File: config.mk
export PLATFORM = sky130hd
export DESIGN_NAME = spi_reg_ctrl_flat
export DESIGN_NICKNAME = d
export VERILOG_FILES = /design/src/rtl/spi_reg_ctrl_if.sv /design/src/rtl/spi_reg_ctrl.sv /design/src/flat_wrapper.sv
export SDC_FILE = /design/constraint.sdc
export NUM_CORES = 1
export LEC_CHECK = 0
export CORE_MARGIN = 3
export CORE_UTILIZATION = 63
export DETAILED_ROUTE_END_ITERATION = 16
export GPL_TIMING_DRIVEN = 1
export PLACE_DENSITY_LB_ADDON = 0.1
export RECOVER_POWER = 25
export SKIP_CTS_REPAIR_TIMING = 1
export SLEW_MARGIN = 20
export SYNTH_ARGS = -nofsm -noshare
export SYNTH_HDL_FRONTEND = slang
export SYNTH_SLANG_ARGS = --single-unit
File: constraint.sdc
create_clock -name clk -period 4.34 [get_ports clk]
set_input_delay 0.434 -clock clk [delete_from_list [all_inputs] [get_ports clk]]
set_output_delay 0.434 -clock clk [all_outputs]
set_load 0.005 [all_outputs]
File: src/rtl/spi_reg_ctrl_if.sv
// Byte-level bus between the SPI slave and the register controller.
// Slave modport is the controller side; master is the SPI slave side.
interface spi_reg_ctrl_if #(
  parameter int NREGS = 8
);
  localparam int AW = $clog2(NREGS);

  logic          frame_active;
  logic          rx_valid;
  logic [7:0]    rx_byte;
  logic [7:0]    tx_byte;
  logic          wr_strobe;
  logic [AW-1:0] wr_addr;
  logic [7:0]    wr_data;
  logic [7:0]    leds;
  logic          cmd_err;
  logic          busy;

  modport slave (
    input  frame_active, rx_valid, rx_byte,
    output tx_byte, wr_strobe, wr_addr, wr_data,
    output leds, cmd_err, busy
  );

  modport master (
    output frame_active, rx_valid, rx_byte,
    input  tx_byte, wr_strobe, wr_addr, wr_data,
    input  leds, cmd_err, busy
  );
endinterface

File: src/rtl/spi_reg_ctrl.sv
// SPI command sequencer: decodes write/read/ID/status/clear frames,
// owns the register file and picks the next MISO byte.
module spi_reg_ctrl #(
  parameter int         NREGS     = 8,
  parameter logic [7:0] DEVICE_ID = 8'hA5
) (
  input  logic           clk,
  input  logic           rst,
  spi_reg_ctrl_if.slave  bus
);
  localparam int AW = $clog2(NREGS);

  typedef enum logic [2:0] {
    IDLE, W_ADDR, W_DATA, R_ADDR, R_DATA, ID, DISCARD
  } state_t;

  state_t        state, state_n;
  logic [7:0]    regs [NREGS];
  logic [AW-1:0] addr, addr_n;
  logic [6:0]    wr_count, cnt_n;
  logic [7:0]    tx_q, tx_n;
  logic          err_q, err_n;
  logic          we;
  logic          in_range;
  logic [AW-1:0] rx_addr;

  assign in_range = bus.rx_byte < 8'(NREGS);
  assign rx_addr  = bus.rx_byte[AW-1:0];

  assign bus.tx_byte = tx_q;
  assign bus.cmd_err = err_q;
  assign bus.leds    = regs[0];
  assign bus.busy    = (state != IDLE);

  // State register; everything else lives in the datapath block.
  always_ff @(posedge clk or posedge rst) begin
    if (rst) state <= IDLE;
    else     state <= state_n;
  end

  // Command decode: next state, next MISO byte, pointer and flags.
  always_comb begin
    state_n = state;
    tx_n    = tx_q;
    addr_n  = addr;
    err_n   = err_q;
    cnt_n   = wr_count;
    we      = 1'b0;
    if (!bus.frame_active) begin
      state_n = IDLE;
      tx_n    = 8'h00;
    end else if (bus.rx_valid) begin
      unique case (state)
        IDLE: begin
          unique case (bus.rx_byte)
            8'h02: state_n = W_ADDR;
            8'h03: state_n = R_ADDR;
            8'h9F: begin
              state_n = ID;
              tx_n    = DEVICE_ID;
            end
            8'h05: begin
              state_n = DISCARD;
              tx_n    = {err_q, wr_count};
            end
            8'h06: begin
              state_n = DISCARD;
              err_n   = 1'b0;
              tx_n    = 8'h00;
            end
            default: begin
              state_n = DISCARD;
              err_n   = 1'b1;
              tx_n    = 8'hFF;
            end
          endcase
        end
        W_ADDR, R_ADDR: begin
          if (!in_range) begin
            state_n = DISCARD;
            err_n   = 1'b1;
            tx_n    = 8'hFF;
          end else if (state == W_ADDR) begin
            state_n = W_DATA;
            addr_n  = rx_addr;
          end else begin
            state_n = R_DATA;
            tx_n    = regs[rx_addr];
            addr_n  = rx_addr + AW'(1);
          end
        end
        W_DATA: begin
          we     = 1'b1;
          addr_n = addr + AW'(1);
          cnt_n  = wr_count + 7'd1;
        end
        R_DATA: begin
          tx_n   = regs[addr];
          addr_n = addr + AW'(1);
        end
        ID:      tx_n = DEVICE_ID;
        DISCARD: tx_n = tx_q;
        default: state_n = IDLE;
      endcase
    end
  end

  // Datapath registers, register file and write-strobe outputs.
  always_ff @(posedge clk or posedge rst) begin
    if (rst) begin
      for (int i = 0; i < NREGS; i++) regs[i] <= 8'h00;
      addr          <= '0;
      wr_count      <= '0;
      tx_q          <= 8'h00;
      err_q         <= 1'b0;
      bus.wr_strobe <= 1'b0;
      bus.wr_addr   <= '0;
      bus.wr_data   <= 8'h00;
    end else begin
      addr          <= addr_n;
      wr_count      <= cnt_n;
      tx_q          <= tx_n;
      err_q         <= err_n;
      bus.wr_strobe <= we;
      if (we) begin
        regs[addr]  <= bus.rx_byte;
        bus.wr_addr <= addr;
        bus.wr_data <= bus.rx_byte;
      end
    end
  end
endmodule

File: src/flat_wrapper.sv
// flat-port wrapper written by rule: the top's interface ports become plain ports
module spi_reg_ctrl_flat 
#(
  parameter int         NREGS     = 8,
  parameter logic [7:0] DEVICE_ID = 8'hA5
)
  (clk, rst, bus_frame_active, bus_rx_valid, bus_rx_byte, bus_tx_byte, bus_wr_strobe, bus_wr_addr, bus_wr_data, bus_leds, bus_cmd_err, bus_busy);
  spi_reg_ctrl_if #(.NREGS(NREGS)) bus_i ();
  input  logic clk;
  input  logic rst;
  input wire logic [$bits(bus_i.frame_active)-1:0] bus_frame_active;
  input wire logic [$bits(bus_i.rx_valid)-1:0] bus_rx_valid;
  input wire logic [$bits(bus_i.rx_byte)-1:0] bus_rx_byte;
  output wire logic [$bits(bus_i.tx_byte)-1:0] bus_tx_byte;
  output wire logic [$bits(bus_i.wr_strobe)-1:0] bus_wr_strobe;
  output wire logic [$bits(bus_i.wr_addr)-1:0] bus_wr_addr;
  output wire logic [$bits(bus_i.wr_data)-1:0] bus_wr_data;
  output wire logic [$bits(bus_i.leds)-1:0] bus_leds;
  output wire logic [$bits(bus_i.cmd_err)-1:0] bus_cmd_err;
  output wire logic [$bits(bus_i.busy)-1:0] bus_busy;
  assign bus_i.frame_active = bus_frame_active;
  assign bus_i.rx_valid = bus_rx_valid;
  assign bus_i.rx_byte = bus_rx_byte;
  assign bus_tx_byte = bus_i.tx_byte;
  assign bus_wr_strobe = bus_i.wr_strobe;
  assign bus_wr_addr = bus_i.wr_addr;
  assign bus_wr_data = bus_i.wr_data;
  assign bus_leds = bus_i.leds;
  assign bus_cmd_err = bus_i.cmd_err;
  assign bus_busy = bus_i.busy;
  spi_reg_ctrl #(.NREGS(NREGS), .DEVICE_ID(DEVICE_ID)) u_core (.clk(clk), .rst(rst), .bus(bus_i));
endmodule
==> results of run 1 <==
state kept, by name (all words and copies together) (netlist names):
signal and count:
u_core.bus.wr_addr 3, u_core.state 3, u_core.wr_count 7, u_core.bus.cmd_err 1
u_core.bus.wr_strobe 1, u_core.addr 3, u_core.bus.tx_byte 8, u_core.bus.leds 8
u_core.regs 56, u_core.bus.wr_data 8
how the worst min path moves through the flow:
stage | start | endpoint | slack, ns | cells after the start
6_report | u_core.bus.wr_addr[1] | u_core.bus.wr_addr[1] | 0.49 | 2
3_3_place_gp | u_core.bus.wr_data[6] | u_core.bus.wr_data[6] | 0.46 | 2
3_5_place_dp | u_core.bus.wr_data[3] | u_core.bus.wr_data[3] | 0.46 | 2
5_1_grt | u_core.bus.wr_addr[1] | u_core.bus.wr_addr[1] | 0.51 | 2
2_1_floorplan | u_core.wr_count[6] | u_core.wr_count[6] | 0.45 | 1
4_1_cts | u_core.bus.wr_addr[1] | u_core.bus.wr_addr[1] | 0.49 | 2
synthesized netlist by cell type (all sizes together), types with 4 or more instances:
cell,number
a21o,6
a211oi,4
o22ai,5
nand4,8
a21oi,10
a32oi,5
o21ai,23
mux2,62
ha,5
mux2i,23
inv,8
buf,26
nand2b,5
dfrtp,98
nand3,6
a32o,8
nor3,8
xnor2,7
nor2,16
or3,6
nand2,66
clkbuf,19
mux4,24
cells by family (layout without fill, tap and decap cells):
group | Yosys count | after routing | synth area share, %
mux | 109 | 109 | 26.72
simple gates | 130 | 130 | 11.72
compound gates | 73 | 73 | 9.629
xor+xnor | 8 | 8 | 1.275
flops | 98 | 98 | 44.62
buf+inv | 55 | 75 | 4.712
fa+ha+maj | 6 | 6 | 1.320
layer usage:
metal	GRT usage (%)	vias to the layer above
met5	0	-
met4	8.929	0
met1	40.68	2019
met2	44.37	169
met3	5.891	17
li1	-	1780
final cells by class:
cell class	instances	area, µm²
Multi-Input combinational cell	326	2785
Sequential cell	98	2452
Fill cell	564	2225
Timing Repair Buffer	49	483.0
Clock buffer	11	141.4
Tap cell	105	131.4
Clock inverter	5	85.08
Inverter	10	37.54
report_power, final:
| part | internal [µW] | leakage, µW | switching, µW | total (µW) |
|---|---|---|---|---|
| Clock | 344 | 0.000110 | 320 | 664 |
| Sequential | 1130 | 0.00131 | 188 | 1310 |
| Combinational | 546 | 0.00127 | 400 | 946 |
through the flow:
step	setup WS [ns]	hold slack [ns]	cells	util, %
final	1.315	0.4878	604	73.33
after global routing	0.7545	0.5068	604	73.33
after CTS	1.418	0.4903	604	73.36
after detailed placement	1.071	0.4617	588	70.64
after global placement	1.156	0.4593	588	70.64
after floorplan	1.344	0.4462	479	-
==> qor.log, run 1 <==
qor: clock_network.cts.root.buffer_cell sky130_fd_sc_hd__clkbuf_8
qor: detailed_routing.met3RoutedLength 932 µm
qor: worst_setup_path.max_stage_delay 1.90 ns
qor: worst_setup_path.rr_worst_depth 5
qor: worst_setup_path.regToRegEndpoint u_core.regs[19]
qor: placement.gp_routability_congestion 0.9021
qor: worst_setup_path.critical-path-top-delay-family buffers and inverters
qor: grt.first_global_vias 4,083
qor: layout.post_route_cells_drive_above_1_share 24.25%
qor: placement.place.port_buffers 41
qor: hold_path.worst_hold_path_type reg2reg
qor: yosys.ys_top_cells_by_area sky130_fd_sc_hd__dfrtp_1 45%, sky130_fd_sc_hd__mux2_2 13%, sky130_fd_sc_hd__mux4_2 9.8%
qor: timing.relSlewSlack -81.26%
qor: clock_network.cts_inserted_buffers 9
qor: layout.area_delta_synth_final 11.27%
qor: layout.final_cell_area 6116 µm²
qor: layout.final_net_count 511
qor: yosys.netlist-cell-type-count 55
qor: placement.placement.cell_area 5892 µm²
qor: worst_setup_path.critPathBufInv 2
qor: yosys.yosys_register_bits 98
qor: layout.layout_commonest_cell sky130_fd_sc_hd__dfrtp_1
qor: placement.detailed_place_hpwl 9.040 mm
qor: worst_setup_path.worstSetupStartpoint rst
qor: timing.maxSlewViolCount 72
qor: worst_setup_path.cp-start-kind primary input
qor: detailed_routing.highest_layer met4
qor: detailed_routing.route.detailed.drc 0
qor: detailed_routing.routed-wl-met2 6.355 mm
qor: yosys.yosys_warnings 0
qor: die.rows 33
qor: power_and_ir_drop.total_power 2924 µW
qor: worst_setup_path.timing.critical_path.to u_core.regs[7]
qor: timing.pin_slew_with_the_least_headroom_to_its_limit 2.716 ns
qor: timing.maxClockFrequency 330.6 MHz
qor: detailed_routing.wirelength 13.23 mm
qor: timing.setup_total_negative_slack 0 ns
qor: die.design.core.area 8341 µm²
qor: status.violations capacitance limit, slew limit
qor: power_and_ir_drop.vdd_ir_drop_max 0.2650 mV
qor: worst_setup_path.timing.critical_path.cells dlygate4sd3_1 -> inv_1
qor: clock_network.htree_levels 3
qor: die.chipWidth 99.41 µm
qor: worst_setup_path.worstSetupEndpointType asynchronous set/reset pin
qor: power_and_ir_drop.powerDensity 478.0 nW/µm²
qor: timing.timing.final.crit_period 3.025 ns
qor: clock_network.clk_path_buf_depth 2
qor: detailed_routing.routed_wire_length_per_instance 21.91 µm
qor: timing.report.final.hold_viol_count 0
qor: clock_network.clk_transition_reported_paths 0.10 ns
qor: yosys.synth.net_count 496
qor: yosys.synth_top_area_cell sky130_fd_sc_hd__dfrtp_1
qor: grt.largest_net_degree_at_the_start_of_global_routing 72
qor: clock_network.clock-sinks 98
qor: yosys.synthesis.instances 479
qor: clock_network.worstSkewPairLatency 0.36 ns
qor: detailed_routing.drt_first_iter_violations 295
qor: grt.antenna_violations_before_repair 0
qor: clock_network.tritoncts_clock_tree built
qor: yosys.synth_top_area_share 44.62%
qor: worst_setup_path.cp.arrival 2.92 ns
qor: die.start_util 65.90%
qor: grt.groute.usage.overall 28.50%
qor: yosys.synth_enable_flop_cells 0
qor: detailed_routing.detail_route.first_pass.iterations 5
qor: worst_setup_path.reg_to_reg_setup_timing_slack 1.43 ns
qor: layout.most-common-layout-cells 98 x sky130_fd_sc_hd__dfrtp_1, 66 x sky130_fd_sc_hd__nand2_1, 62 x sky130_fd_sc_hd__mux2_2
qor: status.run_status finished, violations left
qor: timing.finalCritPeriodShare 69.70%
qor: run.maxCapViolations 1
qor: timing.fin_skew 0.01193 ns
qor: yosys.synth_ff_type sky130_fd_sc_hd__dfrtp_1
qor: layout.insertedDiodeCount 0
qor: worst_setup_path.cp.required 4.23 ns
qor: die.fp.dieH 99.41 µm
qor: worst_setup_path.critical_path_peak_fanout 71
qor: detailed_routing.ant_nets 0
qor: yosys.ys_seq_area_share 44.62%
qor: timing.setup_viol 0
qor: worst_setup_path.critical_path_depth 2
qor: detailed_routing.drt-vias-per-instance 6.598
qor: yosys.post_synth.cell_area_avg 11.47 µm²
qor: grt.gr-total-overflow 0
qor: detailed_routing.route.layer.met1.wl 5.684 mm
qor: yosys.syn_area 5497 µm²
qor: die.io_pins 42
qor: detailed_routing.num_vias 3,985
qor: worst_setup_path.crit_path_top_delay_cell sky130_fd_sc_hd__inv_1
qor: worst_setup_path.criticalPathCategory in2async
qor: grt.grt_pass1_wl 21.85 mm
qor: worst_setup_path.origin_of_the_critical_flop_to_flop_path u_core.state[2]
qor: power_and_ir_drop.leakagePower 0.002686 µW
qor: die.die_area 9881 µm²
qor: yosys.async_flop_share 100.0%
qor: timing.unrepaired_setup_endpoints_after_global_routing no
(Power assumes the default switching activity.)
==> run 2, diff against run 1 <==
- CORE_UTILIZATION: 63 -> 53
- clock period: 4.34 -> 2.6 ns (I/O delays scaled with it)
==> run 2 against run 1 <==
  * The run now ends clean
  * Sequential power grew 70%
  * Sequential share of layout area is 1.3 points lower
  * Non-clock buffer count increased by 27
  * Critical path depth grew 5
  * Combinational power rose by 67%
  * Worst hold slack got worse by 0.0018 ns
  * Utilization fell by 9.5 points
  * First-iteration DRC count decreased by 28%
  * Wire length is 5.8% higher
  * Global-route usage is 2.7 points lower
==> qor.log, run 2 (synthesized netlist as in run 1, its figures left out) <==
qor: timing.relSlewSlack 28.92% [+110 points]
qor: detailed_routing.detail_route.first_pass.iterations 4 [-1]
qor: grt.antenna_violations_before_repair 0 [unchanged]
qor: timing.timing.final.crit_period 2.178 ns
qor: hold_path.worst_hold_path_type in2async
qor: timing.setup_viol 0 [unchanged]
qor: power_and_ir_drop.power_frac_comb 32.8% [+0.4 points]
qor: layout.largest_register_ff_count 56 [unchanged]
qor: worst_setup_path.max_stage_delay 0.55 ns [-1.35 ns]
qor: worst_setup_path.critical-path-top-delay-family compound AO/OA/AOI/OAI gates
qor: grt.largest_net_degree_at_the_start_of_global_routing 79 [+9.7%]
qor: power_and_ir_drop.vdd_ir_drop_max 0.4199 mV [+58%]
qor: power_and_ir_drop.power_frac_seq 46.5% [+1.6 points]
qor: power_and_ir_drop.switching_share 31.37% [+0.32 points]
qor: layout.post_route_cells_drive_above_1_share 28.14% [+3.9 points]
qor: timing.hold-worst-slack 0.4861 ns [-0.001751 ns]
qor: worst_setup_path.critical_path_peak_fanout 8 [-89%]
qor: worst_setup_path.cp-start-kind primary input
qor: worst_setup_path.cp.required 2.90 ns [-1.33 ns]
qor: grt.first_global_vias 4,208 [+3.1%]
qor: detailed_routing.num_vias 4,073 [+2.2%]
qor: detailed_routing.drt-vias-per-instance 6.181 [-6.3%]
qor: detailed_routing.routed_wire_length_per_instance 21.24 µm [-3.1%]
qor: clock_network.cts_inserted_buffers 9 [unchanged]
qor: die.rows 36 [+9.1%]
qor: detailed_routing.route.detailed.drc 0 [unchanged]
qor: power_and_ir_drop.leakagePower 0.002797 µW [+4.1%]
qor: die.start_util 55.47% [-10 points]
qor: die.io_pins 42 [unchanged]
qor: layout.final_core_util 63.83% [-9.5 points]
qor: layout.most-common-layout-cells 98 x sky130_fd_sc_hd__dfrtp_1, 66 x sky130_fd_sc_hd__nand2_1, 62 x sky130_fd_sc_hd__mux2_2
qor: detailed_routing.ant_nets 0 [unchanged]
qor: die.design.core.area 9910 µm² [+19%]
qor: layout.final_cell_area 6325 µm² [+3.4%]
qor: layout.registers.top_by_ff_count u_core.regs
qor: die.chipWidth 107.8 µm [+8.5%]
qor: worst_setup_path.cp.arrival 2.47 ns [-0.45 ns]
qor: timing.maxClockFrequency 459.2 MHz
qor: clock_network.tritoncts_clock_tree built
qor: detailed_routing.drt_first_iter_violations 213 [-28%]
qor: worst_setup_path.crit_path_top_delay_cell sky130_fd_sc_hd__clkdlybuf4s50_1
qor: worst_setup_path.timing.critical_path.cells clkdlybuf4s50_1 -> ha_1 -> o21bai_1 -> a2111oi_4 -> nor3b_1 -> a311oi_4 -> a32o_1
qor: worst_setup_path.critPathBufInv 1 [-1]
qor: placement.placement.cell_area 6143 µm² [+4.3%]
qor: layout.layout_commonest_cell sky130_fd_sc_hd__dfrtp_1
qor: run.maxCapViolations 0 [-1]
qor: layout.area_delta_synth_final 15.07%
qor: power_and_ir_drop.total_power 4803 µW [+64%]
qor: clock_network.clk_path_buf_depth 2 [unchanged]
qor: clock_network.htree_levels 3 [unchanged]
qor: detailed_routing.wirelength 14.00 mm [+5.8%]
qor: placement.detailed_place_hpwl 9.953 mm [+10%]
qor: die.fp.dieH 107.8 µm [+8.5%]
qor: timing.maxSlewViolCount 0 [-100%]
qor: worst_setup_path.worstSetupEndpointType flip-flop
qor: grt.grt_pass1_wl 22.93 mm [+5.0%]
qor: layout.final_net_count 538 [+5.3%]
qor: status.run_status finished, final reports clean
qor: clock_network.cts.root.buffer_cell sky130_fd_sc_hd__clkbuf_8
qor: power_and_ir_drop.power.share.clock 20.6% [-2.1 points]
qor: grt.gr-total-overflow 0 [unchanged]
qor: clock_network.clock-sinks 98 [unchanged]
qor: timing.unrepaired_setup_endpoints_after_global_routing no
qor: power_and_ir_drop.power_report.internal_total 3296 µW [+64%]
qor: layout.insertedDiodeCount 0 [unchanged]
qor: timing.pin_slew_with_the_least_headroom_to_its_limit 1.066 ns [-1.650 ns]
qor: clock_network.clk_transition_reported_paths 0.09 ns [about the same]
qor: placement.place.port_buffers 41 [unchanged]
qor: placement.gp_routability_congestion 0.9502 [+5.3%]
qor: power_and_ir_drop.powerDensity 759.4 nW/µm² [+59%]
qor: worst_setup_path.criticalPathCategory in2reg
qor: power_and_ir_drop.total_switching_power 1507 µW [+66%]
qor: clock_network.worstSkewPairLatency 0.37 ns [about the same]
qor: timing.fin_skew 0.009946 ns [-0.001984 ns]
qor: timing.setup_total_negative_slack 0 ns [unchanged]
qor: die.die_area 11,630 µm² [+18%]
qor: timing.report.final.hold_viol_count 0 [unchanged]
qor: timing.finalCritPeriodShare 83.76%
qor: grt.groute.usage.overall 25.78% [-2.7 points]
[run 2: changes by cell type in the layout (fill, tap and decap cells not counted), sizes merged]
cell      previous run  this run
buf                  8        34
bufinv               2         1
inv                  9         7
clkinvlp             1         2
clkinv               3         4
clkbuf              11        13
[run 2: path summary, 6_finish.rpt]
check | to | cells after the start | slack [ns] | start
max | u_core.bus.tx_byte[0] | 7 | 0.42 | bus_rx_byte[1]
min | u_core.regs[48] | 2 | 0.49 | rst
max reg2reg | u_core.regs[25] | 6 | 0.43 | u_core.state[0]
min reg2reg | u_core.bus.wr_addr[1] | 2 | 0.49 | u_core.bus.wr_addr[1]
max in group asynchronous | u_core.bus.wr_addr[0] | 3 | 0.52 | rst
min in group clk | u_core.bus.wr_addr[1] | 2 | 0.49 | u_core.bus.wr_addr[1]
[run 2: metal layers]
metal | routed length, µm | global-route usage [%]
met5 | 0 | 0
met4 | 415 | 10.91
met3 | 708 | 4.559
met2 | 6700 | 39.88
met1 | 6170 | 35.90
[run 2: power by group through the flow]
stage / Sequential, µW / Clock, µW / Combinational, µW
2_1_floorplan: 2120 / 0 / 1150
3_3_place_gp: 2240 / 0 / 1560
3_5_place_dp: 2260 / 0 / 1590
4_1_cts: 2230 / 1020 / 1590
5_1_grt: 2290 / 1070 / 1720
6_report: 2230 / 991 / 1580
[run 2: cell type report]
| cell class | instances | area (µm²) |
|---|---|---|
| fillers | 786 | 3585 |
| multi-input cells | 326 | 2785 |
| flip-flops and latches | 98 | 2452 |
| repair buffers | 76 | 685.7 |
| well taps | 133 | 166.4 |
| clock buffers | 12 | 145.1 |
| clock inverters | 4 | 51.30 |
| inverters | 10 | 38.79 |
[run 2: through the flow]
stage	instances	setup slack (ns)
6_report	659	0.4223
4_1_cts	659	0.3991
3_3_place_gp	643	0.1466
3_5_place_dp	643	0.1050
5_1_grt	659	0.1821
2_1_floorplan	479	0.5260
==> run 3, diff against run 2 <==
- clock period: 2.6 -> 2 ns (I/O delays scaled with it)
==> run 3 against run 2 <==
  * Non-clock buffer count up 33
  * Wire length up 3.3%
  * Global-route usage up 0.74 points
  * Sequential share of layout area down 2.0 points
  * Critical path depth down 1
  * Design area up 5.5%
  * Clock skew up 0.0025 ns
  * Total power up 32%
  * Via count up 4.0%
  * Clock power up 25%
  * Critical endpoint is now u_core.bus.tx_byte[4]
  * Largest cell class unchanged
  * Largest power group unchanged
==> qor.log, run 3 (synthesized netlist as in run 1, its figures left out) <==
qor: placement.place.port_buffers 41 [unchanged]
qor: die.design.core.area 9910 µm² [unchanged]
qor: power_and_ir_drop.total_power 6335 µW [+32%]
qor: hold_path.worst_hold_path_type in2async
qor: worst_setup_path.cp-start-kind flip-flop
qor: power_and_ir_drop.power_frac_comb 34.8% [+2.0 points]
qor: placement.gp_routability_congestion 0.8838 [-7.0%]
qor: clock_network.worstSkewPairLatency 0.39 ns [+0.02 ns]
qor: grt.gr-total-overflow 0 [unchanged]
qor: layout.registers.top_by_ff_count u_core.regs
qor: power_and_ir_drop.switching_share 31.81% [+0.44 points]
qor: power_and_ir_drop.power.share.clock 19.7% [-0.9 points]
qor: timing.maxClockFrequency 514.7 MHz
qor: timing.setup_viol 0 [unchanged]
qor: layout.layout_commonest_cell sky130_fd_sc_hd__dfrtp_1
qor: clock_network.cts.root.buffer_cell sky130_fd_sc_hd__clkbuf_8
qor: layout.post_route_cells_drive_above_1_share 34.05% [+5.9 points]
qor: clock_network.clk_path_buf_depth 2 [unchanged]
qor: detailed_routing.drt_first_iter_violations 264 [+24%]
qor: layout.insertedDiodeCount 0 [unchanged]
qor: power_and_ir_drop.vdd_ir_drop_max 0.7201 mV [+71%]
qor: timing.relSlewSlack 38.78% [+9.9 points]
qor: grt.groute.usage.overall 26.52% [+0.74 points]
qor: timing.fin_skew 0.01242 ns [+0.002471 ns]
qor: clock_network.tritoncts_clock_tree built
qor: detailed_routing.ant_nets 0 [unchanged]
qor: die.rows 36 [unchanged]
qor: clock_network.clk_transition_reported_paths 0.09 ns [about the same]
qor: status.run_status finished, final reports clean
qor: detailed_routing.route.detailed.drc 0 [unchanged]
qor: grt.antenna_violations_before_repair 0 [unchanged]
qor: worst_setup_path.cp.required 2.28 ns [-0.62 ns]
qor: detailed_routing.num_vias 4,234 [+4.0%]
qor: timing.report.final.hold_viol_count 0 [unchanged]
qor: detailed_routing.drt-vias-per-instance 6.127 [-0.86%]
qor: timing.finalCritPeriodShare 97.15%
qor: run.maxCapViolations 0 [unchanged]
qor: clock_network.cts_inserted_buffers 9 [unchanged]
qor: power_and_ir_drop.leakagePower 0.003005 µW [+7.5%]
qor: detailed_routing.wirelength 14.46 mm [+3.3%]
qor: grt.largest_net_degree_at_the_start_of_global_routing 69 [-13%]
qor: layout.final_net_count 571 [+6.1%]
qor: detailed_routing.detail_route.first_pass.iterations 5 [+1]
qor: clock_network.clock-sinks 98 [unchanged]
qor: layout.area_delta_synth_final 21.35%
qor: layout.largest_register_ff_count 56 [unchanged]
qor: timing.pin_slew_with_the_least_headroom_to_its_limit 0.9183 ns [-0.1479 ns]
qor: die.io_pins 42 [unchanged]
qor: power_and_ir_drop.total_switching_power 2015 µW [+34%]
qor: worst_setup_path.critical_path_peak_fanout 13 [+5]
qor: layout.most-common-layout-cells 96 x sky130_fd_sc_hd__dfrtp_1, 66 x sky130_fd_sc_hd__nand2_1, 62 x sky130_fd_sc_hd__mux2_2
qor: worst_setup_path.criticalPathCategory reg2reg
qor: clock_network.htree_levels 3 [unchanged]
qor: power_and_ir_drop.power_frac_seq 45.5% [-1.0 points]
qor: power_and_ir_drop.power_report.internal_total 4319 µW [+31%]
qor: power_and_ir_drop.powerDensity 949.7 nW/µm² [+25%]
qor: timing.maxSlewViolCount 0 [unchanged]
qor: placement.detailed_place_hpwl 10.41 mm [+4.6%]
qor: worst_setup_path.reg_to_reg_setup_timing_slack 0.06 ns [-0.37 ns]
qor: grt.grt_pass1_wl 22.91 mm [about the same]
qor: timing.timing.final.crit_period 1.943 ns
qor: die.fp.dieH 107.8 µm [unchanged]
qor: layout.fill_cells 771 [-1.9%]
qor: detailed_routing.routed_wire_length_per_instance 20.93 µm [-1.5%]
qor: worst_setup_path.worstSetupEndpointType flip-flop
qor: timing.setup_total_negative_slack 0 ns [unchanged]
qor: die.die_area 11,630 µm² [unchanged]
qor: die.chipWidth 107.8 µm [unchanged]
qor: worst_setup_path.cp.arrival 2.23 ns [-0.24 ns]
qor: timing.unrepaired_setup_endpoints_after_global_routing yes
qor: grt.first_global_vias 4,233 [+0.59%]
qor: die.start_util 55.47% [unchanged]
## run 3: layout make-up
class,instances,area (µm²),share of cell area [%]
well taps,133,166.4,2.495
clock inverters,1,8.758,0.1313
multi-input cells,326,2821,42.30
flip-flops and latches,98,2455,36.80
inverters,10,38.79,0.5815
clock buffers,14,172.7,2.589
repair buffers,109,1007,15.10
## run 3: power groups by stage
stage / sequential, µW / clock (µW) / combinational, µW
final: 2880 / 1240 / 2210
after global routing: 2940 / 1360 / 2390
after CTS: 2880 / 1270 / 2190
after detailed placement: 2910 / 0 / 2180
after global placement: 2890 / 0 / 2130
after floorplan: 2750 / 0 / 1500
## run 3: through the flow
step                      setup slack (ns)  cell area (µm²)  hold WS [ns]  cells  util [%]
final                              0.05706             6670        0.2869    691     67.31
after global routing             -0.008281             6670        0.3059    691     67.31
after CTS                         -0.09048             6614        0.1146    688     66.74
after detailed placement           -0.3558             6432        0.4622    673     64.91
after global placement             -0.3315             6432        0.4606    673     64.91
after floorplan                   0.001029             5514        0.4462    479         -
## run 3: final timing paths
| kind | startpoint | to | depth (start not counted) |
|---|---|---|---|
| max | u_core.addr[0] | u_core.bus.tx_byte[4] | 6 |
| min | rst | u_core.bus.tx_byte[2] | 2 |
| max reg2reg | u_core.addr[0] | u_core.bus.tx_byte[4] | 6 |
| min reg2reg | u_core.bus.wr_data[1] | u_core.bus.wr_data[1] | 2 |
| max in group asynchronous | rst | u_core.bus.wr_data[4] | 3 |
| min in group clk | u_core.bus.wr_data[1] | u_core.bus.wr_data[1] | 2 |
## run 3: critical path, stage by stage (launching register included)
cell                      delay (ns)
sky130_fd_sc_hd__dfrtp_1        0.39
sky130_fd_sc_hd__buf_12         0.16
sky130_fd_sc_hd__mux4_2         0.51
sky130_fd_sc_hd__nor2_2         0.09
sky130_fd_sc_hd__nor3_1         0.05
sky130_fd_sc_hd__or3_1          0.37
sky130_fd_sc_hd__a32o_1         0.26
## run 3: layer usage
layer	routed length [µm]	GRT usage, %	part of all wire, %
met1	6340	35.89	44
met2	6836	42.01	47
met3	897	6.299	6.2
met4	385	9.197	2.7
met5	0	0	0
==> patch (flow settings as in run 2) <==
Reset style: synchronous (`rst`), changed in 2 clocked blocks.
--- a/src/rtl/spi_reg_ctrl.sv
+++ b/src/rtl/spi_reg_ctrl.sv
@@ -34,5 +34,5 @@
 
   // State register; everything else lives in the datapath block.
-  always_ff @(posedge clk or posedge rst) begin
+  always_ff @(posedge clk) begin
     if (rst) state <= IDLE;
     else     state <= state_n;
@@ -107,5 +107,5 @@
 
   // Datapath registers, register file and write-strobe outputs.
-  always_ff @(posedge clk or posedge rst) begin
+  always_ff @(posedge clk) begin
     if (rst) begin
       for (int i = 0; i < NREGS; i++) regs[i] <= 8'h00;
Function: differs if rst is asserted again (counterexample within 4 cycles, from zero or initial values and one cycle with rst high); with rst held inactive, the same outputs for 4 cycles.
==> patch against run 2 <==
Core utilization up 0.37 points; sequential cell count up 3; cell area down 0.34%; die area down 1.7%; critical path depth down 3; global-route usage up 0.92 points; via count up 4.4%; critical endpoint is now bus_busy; area after synthesis down 1.8%; first-iteration DRC count up 74%; worst setup slack better by 44 ps; wire length up 2.3%; maximum frequency up 2.1%; clock skew down 0.93 ps.
Power is not compared: it rests on default switching activity, and its combinational part moved more than twofold at a synthesized area within 25%.
==> patch: results (changes against run 2) <==
[placement]
portBuffers = 41  ; unchanged
place_congestion = 0.8795  ; -7.4%
dp_cells = 662  ; +3.0%
dp_hpwl_mm = 10.79  ; +8.4%

[synthesis]
synth_nets = 510  ; +2.8%
synthArstFlopShare = 0  ; -1.000
ys_top_cells_by_count = edfxtp_1 (64), nand2_1 (52), and2_1 (42)
netlist_instances = 493  ; +2.9%
synth_edf_count = 64  ; +64
synth_ff_type = edfxtp_1
synth_warnings = 0  ; unchanged
synth_area_leaders = edfxtp_1 (36%), dfxtp_1 (14%), mux4_2 (13%), and2_1 (4.9%), nand2_1 (3.6%)
ys_types = 51  ; -7.3%
synth-seq-area-share = 0.4934  ; +0.04723

[final_layout]
diodes = 0  ; unchanged
fillCellCount = 852  ; +8.4%
nNetsFinal = 557  ; +3.5%
fin_cells = 678  ; +2.9%
drive_above_1_share = 0.1798  ; -0.1016
top_register = u_core.regs
largest_reg_flops = 64  ; +14%

[grt]
grt_pass1_vias = 4145  ; -1.5%
grt_usage = 0.2670  ; +0.009177
grt_pass1_wl_mm = 23.09  ; +0.72%
grt_start_max_net_pins = 23  ; -71%
antenna_found_initial = 0  ; unchanged

[pwr]
p_leak_nw = 2.247
power_switching_uw = 860.3

[clocking]
clkTransAtPathRegs_ps = 100
numCtsBuffers = 9  ; unchanged
htreeDepth = 3  ; unchanged
clk_latency_ps = 380
cts.path.max_buffers = 2  ; unchanged

[worst_hold_path]
hp-class = reg2reg

[setup_path]
arrival_ps = 1870  ; -600 ps
crit_fanout = 22  ; +14

[sta]
clock_skew_ps = 9.013  ; -0.9331 ps
worstMarginPinSlew_ps = 673.3  ; -393.0 ps

[routing]
vias = 4251  ; +4.4%
drt_iter0_drc = 371  ; +74%
first_pass_iters = 7  ; +3
routedWlPerCell_um = 21.11  ; -0.59%

[run_status]
status = finished, final reports clean

-- patch: power groups by stage --
stage               registers, mW  clock network [mW]  logic [mW]
finish                       1.80                1.08       0.412
floorplan                    1.81                   0       0.267
global route                 1.80                1.16       0.442
global placement             1.83                   0       0.409
CTS                          1.79                1.10       0.416
detailed placement           1.83                   0       0.414
-- patch: worst paths after layout --
check	from	to	slack, ps	depth (start not counted)
hold reg to reg	u_core.bus.wr_data[3]	u_core.bus.wr_data[3]	460	2
setup / recovery	u_core.state[2]	bus_busy	470	4
hold / removal	u_core.bus.wr_data[3]	u_core.bus.wr_data[3]	460	2
setup reg to reg	u_core.state[0]	u_core.regs[3][4]	580	5
-- patch: per-stage QoR --
step	setup WS [ps]	hold slack [ps]	total power, mW	cell area (µm²)
4_1_cts	464.6	467.4	3.306	6311
2_1_floorplan	335.1	396.0	2.075	5396
5_1_grt	355.4	486.8	3.398	6304
3_5_place_dp	192.8	449.4	2.245	6095
6_report	466.4	456.6	3.285	6304
3_3_place_gp	226.8	443.7	2.237	6095
-- patch: area by class of cell --
class                      count  area (µm²)  share of cell area
tap                          133       166.4             0.02640
inverter                       9       33.78            0.005359
timing repair buffer          78       693.2              0.1100
sequential                   101        2663              0.4224
clock inverter                 5       42.54            0.006749
multi-input combinational    341        2531              0.4015
clock buffer                  11       173.9             0.02759
-- patch: worst max-delay path: stages (launching register included) --
cell,delay [ps]
dfxtp_1,490
buf_4,300
nor3_1,100
inv_1,100
clkdlybuf4s50_1,500
-- patch: cell families (layout without fill, tap and decap cells) --
family,Yosys count,in the layout,synth area share
compound gates,94,94,0.1129
flops,101,101,0.4934
simple gates,202,202,0.1975
buf+inv,51,103,0.03756
xor+xnor,6,6,0.009740
mux,34,34,0.1373
fa+ha+maj,5,5,0.01159
-- patch: metal layers --
layer | track usage | part of all wire | vias to the layer above
li1 | - | - | 1940
met1 | 0.3696 | 0.42 | 2079
met2 | 0.4263 | 0.48 | 209
met3 | 0.05418 | 0.083 | 23
met4 | 0.08584 | 0.017 | 0
met5 | 0 | 0 | -
